**src/rtl/asip_isa_pkg.sv**
```systemverilog
// ============================================================================
// asip_isa_pkg : ASIP instruction-word field layout shared by encoder and decoder
// Revision     : 1.0
// ============================================================================
`default_nettype none

package asip_isa_pkg;

  localparam int unsigned INSTR_W = 17;
  localparam int unsigned OP_W    = 11;

  typedef enum logic [1:0] {
    TIPO_DATA   = 2'b00,
    TIPO_MEM    = 2'b01,
    TIPO_BRANCH = 2'b10
  } tipo_t;

  typedef enum logic [1:0] {
    ALU_SUM = 2'b00,
    ALU_RST = 2'b01,
    ALU_COM = 2'b10
  } alu_cmd_t;

  localparam logic [1:0] TIPO_ILLEGAL = 2'b11;
  localparam logic [1:0] CMD_ILLEGAL  = 2'b11;

  // Bit positions inside the packed word; type-dependent fields overlap.
  localparam int unsigned TIPO_MSB = 16;
  localparam int unsigned TIPO_LSB = 15;
  localparam int unsigned I_BIT    = 14;
  localparam int unsigned CMD_MSB  = 13;
  localparam int unsigned CMD_LSB  = 12;
  localparam int unsigned L_BIT    = 12;
  localparam int unsigned B_BIT    = 14;
  localparam int unsigned COND_MSB = 13;
  localparam int unsigned COND_LSB = 11;
  localparam int unsigned OP_MSB   = 10;

endpackage : asip_isa_pkg

`default_nettype wire

```
**src/rtl/instr_packer.sv**
```systemverilog
// ============================================================================
// instr_packer : combinational field tuple -> 17-bit ASIP word plus illegal flag
// Revision     : 1.0
// ============================================================================
`default_nettype none

module instr_packer
  import asip_isa_pkg::*;
(
  input  logic [1:0]         tipo,
  input  logic               imm,
  input  logic [1:0]         cmd,
  input  logic               l,
  input  logic               b,
  input  logic [2:0]         cond,
  input  logic [OP_W-1:0]    operand,
  output logic [INSTR_W-1:0] word,
  output logic               illegal
);

  always_comb begin
    word                     = '0;
    illegal                  = 1'b0;
    word[TIPO_MSB:TIPO_LSB]  = tipo;
    word[OP_MSB:0]           = operand;
    case (tipo)
      TIPO_DATA: begin
        word[I_BIT]            = imm;
        word[CMD_MSB:CMD_LSB]  = cmd;
        illegal                = (cmd == CMD_ILLEGAL);
      end
      TIPO_MEM: begin
        word[L_BIT]            = l;
      end
      TIPO_BRANCH: begin
        word[B_BIT]            = b;
        word[COND_MSB:COND_LSB] = cond;
      end
      default: begin
        illegal                = 1'b1;
      end
    endcase
  end

endmodule : instr_packer

`default_nettype wire

```
**src/rtl/instr_encoder_loader.sv**
```systemverilog
// ============================================================================
// instr_encoder_loader : packs ASIP instruction tuples and writes them into IMEM
// Revision             : 1.0
// ============================================================================
`default_nettype none

module instr_encoder_loader
  import asip_isa_pkg::*;
#(
  parameter int ADDR_W = 8,
  parameter int DEPTH  = 256
) (
  input  logic               clk,
  input  logic               reset,
  input  logic               start,
  input  logic               in_valid,
  output logic               in_ready,
  input  logic [1:0]         in_tipo,
  input  logic               in_i,
  input  logic [1:0]         in_cmd,
  input  logic               in_l,
  input  logic               in_b,
  input  logic [2:0]         in_cond,
  input  logic [OP_W-1:0]    in_operand,
  input  logic               in_last,
  output logic               imem_we,
  output logic [ADDR_W-1:0]  imem_addr,
  output logic [INSTR_W-1:0] imem_wdata,
  output logic [ADDR_W:0]    count,
  output logic               busy,
  output logic               done,
  output logic               err_illegal,
  output logic               err_overflow
);

  localparam logic [1:0] S_IDLE = 2'd0;
  localparam logic [1:0] S_LOAD = 2'd1;
  localparam logic [1:0] S_DONE = 2'd2;

  localparam logic [ADDR_W:0] DEPTH_C = (ADDR_W + 1)'(DEPTH);

  generate
    if (DEPTH > (1 << ADDR_W) || DEPTH < 1) begin : g_depth_check
      $error("instr_encoder_loader: DEPTH must be in 1..2**ADDR_W");
    end
  endgenerate

  logic [1:0]         state;
  logic               finish;
  logic               full;
  logic               accept;
  logic [INSTR_W-1:0] packed_word;
  logic               packed_illegal;

  instr_packer u_packer (
    .tipo    (in_tipo),
    .imm     (in_i),
    .cmd     (in_cmd),
    .l       (in_l),
    .b       (in_b),
    .cond    (in_cond),
    .operand (in_operand),
    .word    (packed_word),
    .illegal (packed_illegal)
  );

  // finish marks the cycle of the final write; the block stops accepting
  // then and moves to DONE on the following edge.
  assign full     = (count == DEPTH_C);
  assign in_ready = (state == S_LOAD) && !finish && !full;
  assign accept   = in_valid && in_ready && !start;
  assign busy     = (state == S_LOAD);
  assign done     = (state == S_DONE);

  always_ff @(posedge clk or posedge reset) begin
    if (reset) begin
      state        <= S_IDLE;
      finish       <= 1'b0;
      count        <= '0;
      imem_we      <= 1'b0;
      imem_addr    <= '0;
      imem_wdata   <= '0;
      err_illegal  <= 1'b0;
      err_overflow <= 1'b0;
    end else begin
      imem_we <= 1'b0;
      if (start) begin
        state        <= S_LOAD;
        finish       <= 1'b0;
        count        <= '0;
        err_illegal  <= 1'b0;
        err_overflow <= 1'b0;
      end else begin
        if (accept) begin
          if (packed_illegal) begin
            err_illegal <= 1'b1;
            if (in_last) begin
              state <= S_DONE;
            end
          end else begin
            imem_we    <= 1'b1;
            imem_addr  <= count[ADDR_W-1:0];
            imem_wdata <= packed_word;
            count      <= count + 1'b1;
            if (in_last || ((count + 1'b1) == DEPTH_C)) begin
              finish <= 1'b1;
            end
          end
        end
        if (finish) begin
          state  <= S_DONE;
          finish <= 1'b0;
        end
        // Offers after the memory is full are flagged; offers to a block
        // that finished early via in_last are silently ignored.
        if (full && in_valid && (state != S_IDLE)) begin
          err_overflow <= 1'b1;
        end
      end
    end
  end

endmodule : instr_encoder_loader

`default_nettype wire

```
**config.mk**
```make
export PLATFORM = sky130hd
export DESIGN_NAME = instr_encoder_loader
export DESIGN_NICKNAME = d
export VERILOG_FILES = /design/src/rtl/asip_isa_pkg.sv /design/src/rtl/instr_packer.sv /design/src/rtl/instr_encoder_loader.sv
export SDC_FILE = /design/constraint.sdc
export NUM_CORES = 1
export LEC_CHECK = 0
export ABC_AREA = 1
export CAP_MARGIN = 20
export CORE_ASPECT_RATIO = 1.5
export CORE_UTILIZATION = 35
export CTS_CLUSTER_DIAMETER = 150
export DETAILED_ROUTE_END_ITERATION = 8
export PLACE_DENSITY = 0.66
export SLEW_MARGIN = 20
export SYNTH_ARGS = -nofsm -noshare
export SYNTH_HDL_FRONTEND = slang
export SYNTH_SLANG_ARGS = --single-unit
export TNS_END_PERCENT = 20
```
**constraint.sdc**
```tcl
create_clock -name clk -period 1.7 [get_ports clk]
set_input_delay 0.34 -clock clk [delete_from_list [all_inputs] [get_ports clk]]
set_output_delay 0.34 -clock clk [all_outputs]
set_load 0.01 [all_outputs]
```
==> Implementation_results.wiki <==
{| class="wikitable"
! Metric !! Value
|-
| Number of failing setup endpoints in the final timing report || 0
|-
| Total vias in the final route || 1,906
|-
| Worst flop-to-flop path endpoint || imem_addr[3]
|-
| Setup Total Neg Slack || 0 ns
|-
| Critical path capture point type || output port
|-
| HPWL reported at the end of detailed placement || 3840 um
|-
| Type of the tightest min-delay check || input port to async pin
|-
| Simple-gate share of the synthesized area || between 30% and 40%
|-
| Pint || 1.86 mW
|-
| Filler cell count in the final layout || around 530
|-
| Endpoint arrival time on the critical path || 1.35 ns
|-
| Setup slack, reg-to-reg || around 0.08 ns
|-
| Total power draw || 2.52 mW
|-
| Max incr delay on CP || roughly 0.4 ns
|-
| Number of max-slew violations in the final report || 0
|-
| DRT iter0 DRCs || 57
|-
| Gr usage total || 17.7%
|-
| Met1 Track Usage GR || 18.6%
|-
| Total Die Area || 6050 um2
|-
| Dominant combinational cell family by area after synthesis || simple AND/OR/NAND/NOR gates
|-
| Die Height || 94.8 um
|-
| Post-route minimum period || roughly 1.7 ns
|-
| Yosys warns || 0
|-
| Post-synthesis compound-gate area fraction || 6.48%
|-
| Synth-to-Final Area Change || 55.0%
|-
| Combinational cell fraction of total power || 25.0%
|-
| Number of port buffers || 65
|-
| Register area share after synthesis || between 40 and 50%
|-
| Number of remaining DRC errors || 0
|-
| Placer Congestion || roughly 0.84
|-
| Layer with the highest usage || met2
|-
| Total wire length || 5110 um
|-
| Startpoint type of the worst setup path || flip-flop
|-
| Share of cells above drive strength 1 || between 10% and 20%
|-
| Synthesized cell area || 2010 um2
|-
| Logic depth of the worst register-to-register path || 11
|-
| Required time of the worst setup path || 1.36 ns
|-
| Site row count || 33
|-
| Cell Pwr Density || slightly above 800 nW/um2
|-
| Initial cell density of the core || 36.6%
|-
| Number of nets produced by synthesis || 279
|-
| Most used cell, CP || sky130_fd_sc_hd__nor2_4
|-
| Number of hold violations in the final report || 0
|-
| Max transition margin || 82.4%
|-
| Syn Inst Count || 250
|-
| Switching share of total power || 26.2%
|-
| Core area || 5490 um2
|-
| Number of library cell types mapped by synthesis || 26
|-
| Number of nets with antenna violations after detailed routing || 0
|-
| Unrepaired setup endpoints after global routing || yes
|-
| Cell-by-cell trace of the critical path || inv_2 -> ha_4 -> nand3_2 -> nor2_4 -> nor2_4 -> buf_2
|-
| Reg clk slew, reported paths || approximately 0.080 ns
|-
| Worst Tran Pin Value || roughly 0.26 ns
|-
| Clock Latency Late Sink || roughly 0.29 ns
|-
| Post-cts hold buffer count || 0
|-
| Routed vias/inst || 4.56
|-
| TritonCTS Buffers || 5
|-
| Final hold slack || roughly 0.40 ns
|-
| CTS tree || built
|-
| Maximum number of pins on one net before global-route repair || between 40 and 50
|-
| Total of max-cap violations || 0
|-
| Total number of nets in the final design || roughly 380
|-
| Boundary pin count || 66
|-
| Fin crit share || 99.6%
|-
| Outcome || finished, final reports clean
|-
| Seq cells post-synth || 40
|-
| Part of the total power dissipated in sequential elements || about 45%
|-
| TritonRoute pass-1 iters || 4
|-
| Final routed wire length divided by cell count || 12.2 um
|-
| Vias in the first global route || 1,884
|-
| Post-synthesis area per instance || 8.04 um2
|-
| Switching component of the power || 661 uW
|-
| Clock sink count || 40
|-
| Adder-cell share of the synthesized area || 1.87%
|-
| Antenna diodes || 0
|-
| Startpoint of the worst-slack reg-to-reg timing path || count[0]
|-
| Global route total overflow || 0
|-
| Commonest non-fill, non-tap cell in the layout || sky130_fd_sc_hd__nand2_1
|-
| Part of the total power dissipated in the clock network || 29.8%
|-
| Slowest library cell on the worst path || sky130_fd_sc_hd__dfrtp_2
|-
| XOR/XNOR share of the synthesized area || 0%
|-
| Worst VDD drop || approximately 650 uV
|-
| Maximum level of the CTS H-tree || 2
|-
| DIE WIDTH || 63.9 um
|-
| Multiplexer share of the synthesized area || 0%
|-
| Crit Path Category || flip-flop to output port
|-
| Maximum clock path buffer count || 2
|-
| CTS Root Cell || sky130_fd_sc_hd__clkbuf_8
|-
| Final setup skew || 0.00916 ns
|-
| Global routing met3 resource utilization || 2.05%
|-
| Global-route wire length before repair || 8260 um
|-
| Leading cell types in the layout, fill and taps excluded || sky130_fd_sc_hd__nand2_1 (102), sky130_fd_sc_hd__clkdlybuf4s50_1 (57), sky130_fd_sc_hd__dfrtp_1 (39), sky130_fd_sc_hd__buf_4 (29), sky130_fd_sc_hd__nand3_1 (27)
|-
| Maximum achievable frequency || between 500 and 600 MHz
|-
| Leakage || around 1.6 nW
|-
| Met2 global-route usage || 34.3%
|-
| Number of antenna violations at the first check in global routing || 0
|-
| Critical Path Fanout Max || 2
|}
## power by group through the flow
| stage | registers [mW] | logic (mW) | clock network (mW) |
|---|---|---|---|
| after global routing | 1.15 | 0.683 | 0.811 |
| final | 1.14 | 0.629 | 0.752 |
| after detailed placement | 1.15 | 0.632 | 0 |
| after CTS | 1.14 | 0.628 | 0.773 |
| after floorplan | 1.20 | 0.189 | 0 |
| after global placement | 1.15 | 0.627 | 0 |
## repair_timing
| action | CTS | global route |
|---|---|---|
| setup buffers | 1 | 0 |
| pin swaps | 1 | 1 |
| endpoints found under the setup margin | 5 | 19 |
| cloned | 0 | 1 |
| gates resized for setup | 11 | 9 |
## worst max-delay path by stage
stage                    start      endpoint  slack [ns]
CTS                   count[0]      count[0]       0.001
detailed placement  in_tipo[1]  imem_addr[2]       -0.15
global route          count[0]      in_ready       -0.05
global placement    in_tipo[0]  imem_addr[4]       -0.11
floorplan             count[1]  imem_addr[0]        0.01
finish                count[0]      in_ready       0.007
## registers in the layout, indices dropped and copies added, names as in the netlist
register      count
err_illegal       1
imem_wdata       17
imem_we           1
err_overflow      1
count             9
state             2
finish            1
imem_addr         8
## routing by layer
metal,vias to the layer above,routed length [um]
met4,0,92
met3,9,130
met2,36,2900
li1,970,-
met5,-,0
met1,891,1990
## critical path: cells and delay by family (launching register included)
family,cells,cell delay [ns]
simple gates,3,0.29
fa+ha+maj,1,0.14
buf+inv,2,0.21
flops,1,0.41
## cells in the mapped netlist, drive strengths merged
cell type,instances,area share (%)
clkbuf,1,0.19
a21oi,2,0.68
inv,30,5.7
buf,6,2.7
o21a,1,0.37
nand4,5,1.6
nor2,15,4.5
nand2,105,20
nand3,28,7.0
ha,3,1.9
o211ai,1,0.37
dfrtp,40,50
o31ai,1,0.37
o21ai,12,4.7
## kinds of logic after synthesis
kind of cell | Yosys count
buffers and inverters | 37
AOI/OAI and AO/OA | 17
and+or+nand+nor | 153
adders and majority gates | 3
DFF | 40
## through the flow
stage | area (um2) | util, % | setup slack (ns) | cells
floorplan | 2010 | - | 0.0138 | 250
global placement | 2940 | 53.6 | -0.111 | 408
detailed placement | 2940 | 53.6 | -0.147 | 408
CTS | 3060 | 55.7 | 0.00109 | 417
global route | 3120 | 56.7 | -0.0526 | 418
finish | 3120 | 56.7 | 0.00739 | 418
## area by class of cell
class	count	area [um2]	area share (%)
timing repair buffer	97	935	30.0
multi-input combinational	173	866	27.8
tap	70	87.6	2.81
inverter	30	118	3.78
clock buffer	6	72.6	2.33
clock inverter	2	35.0	1.12
sequential	40	1000	32.2
No activity file was read; power rests on OpenSTA's default activity.
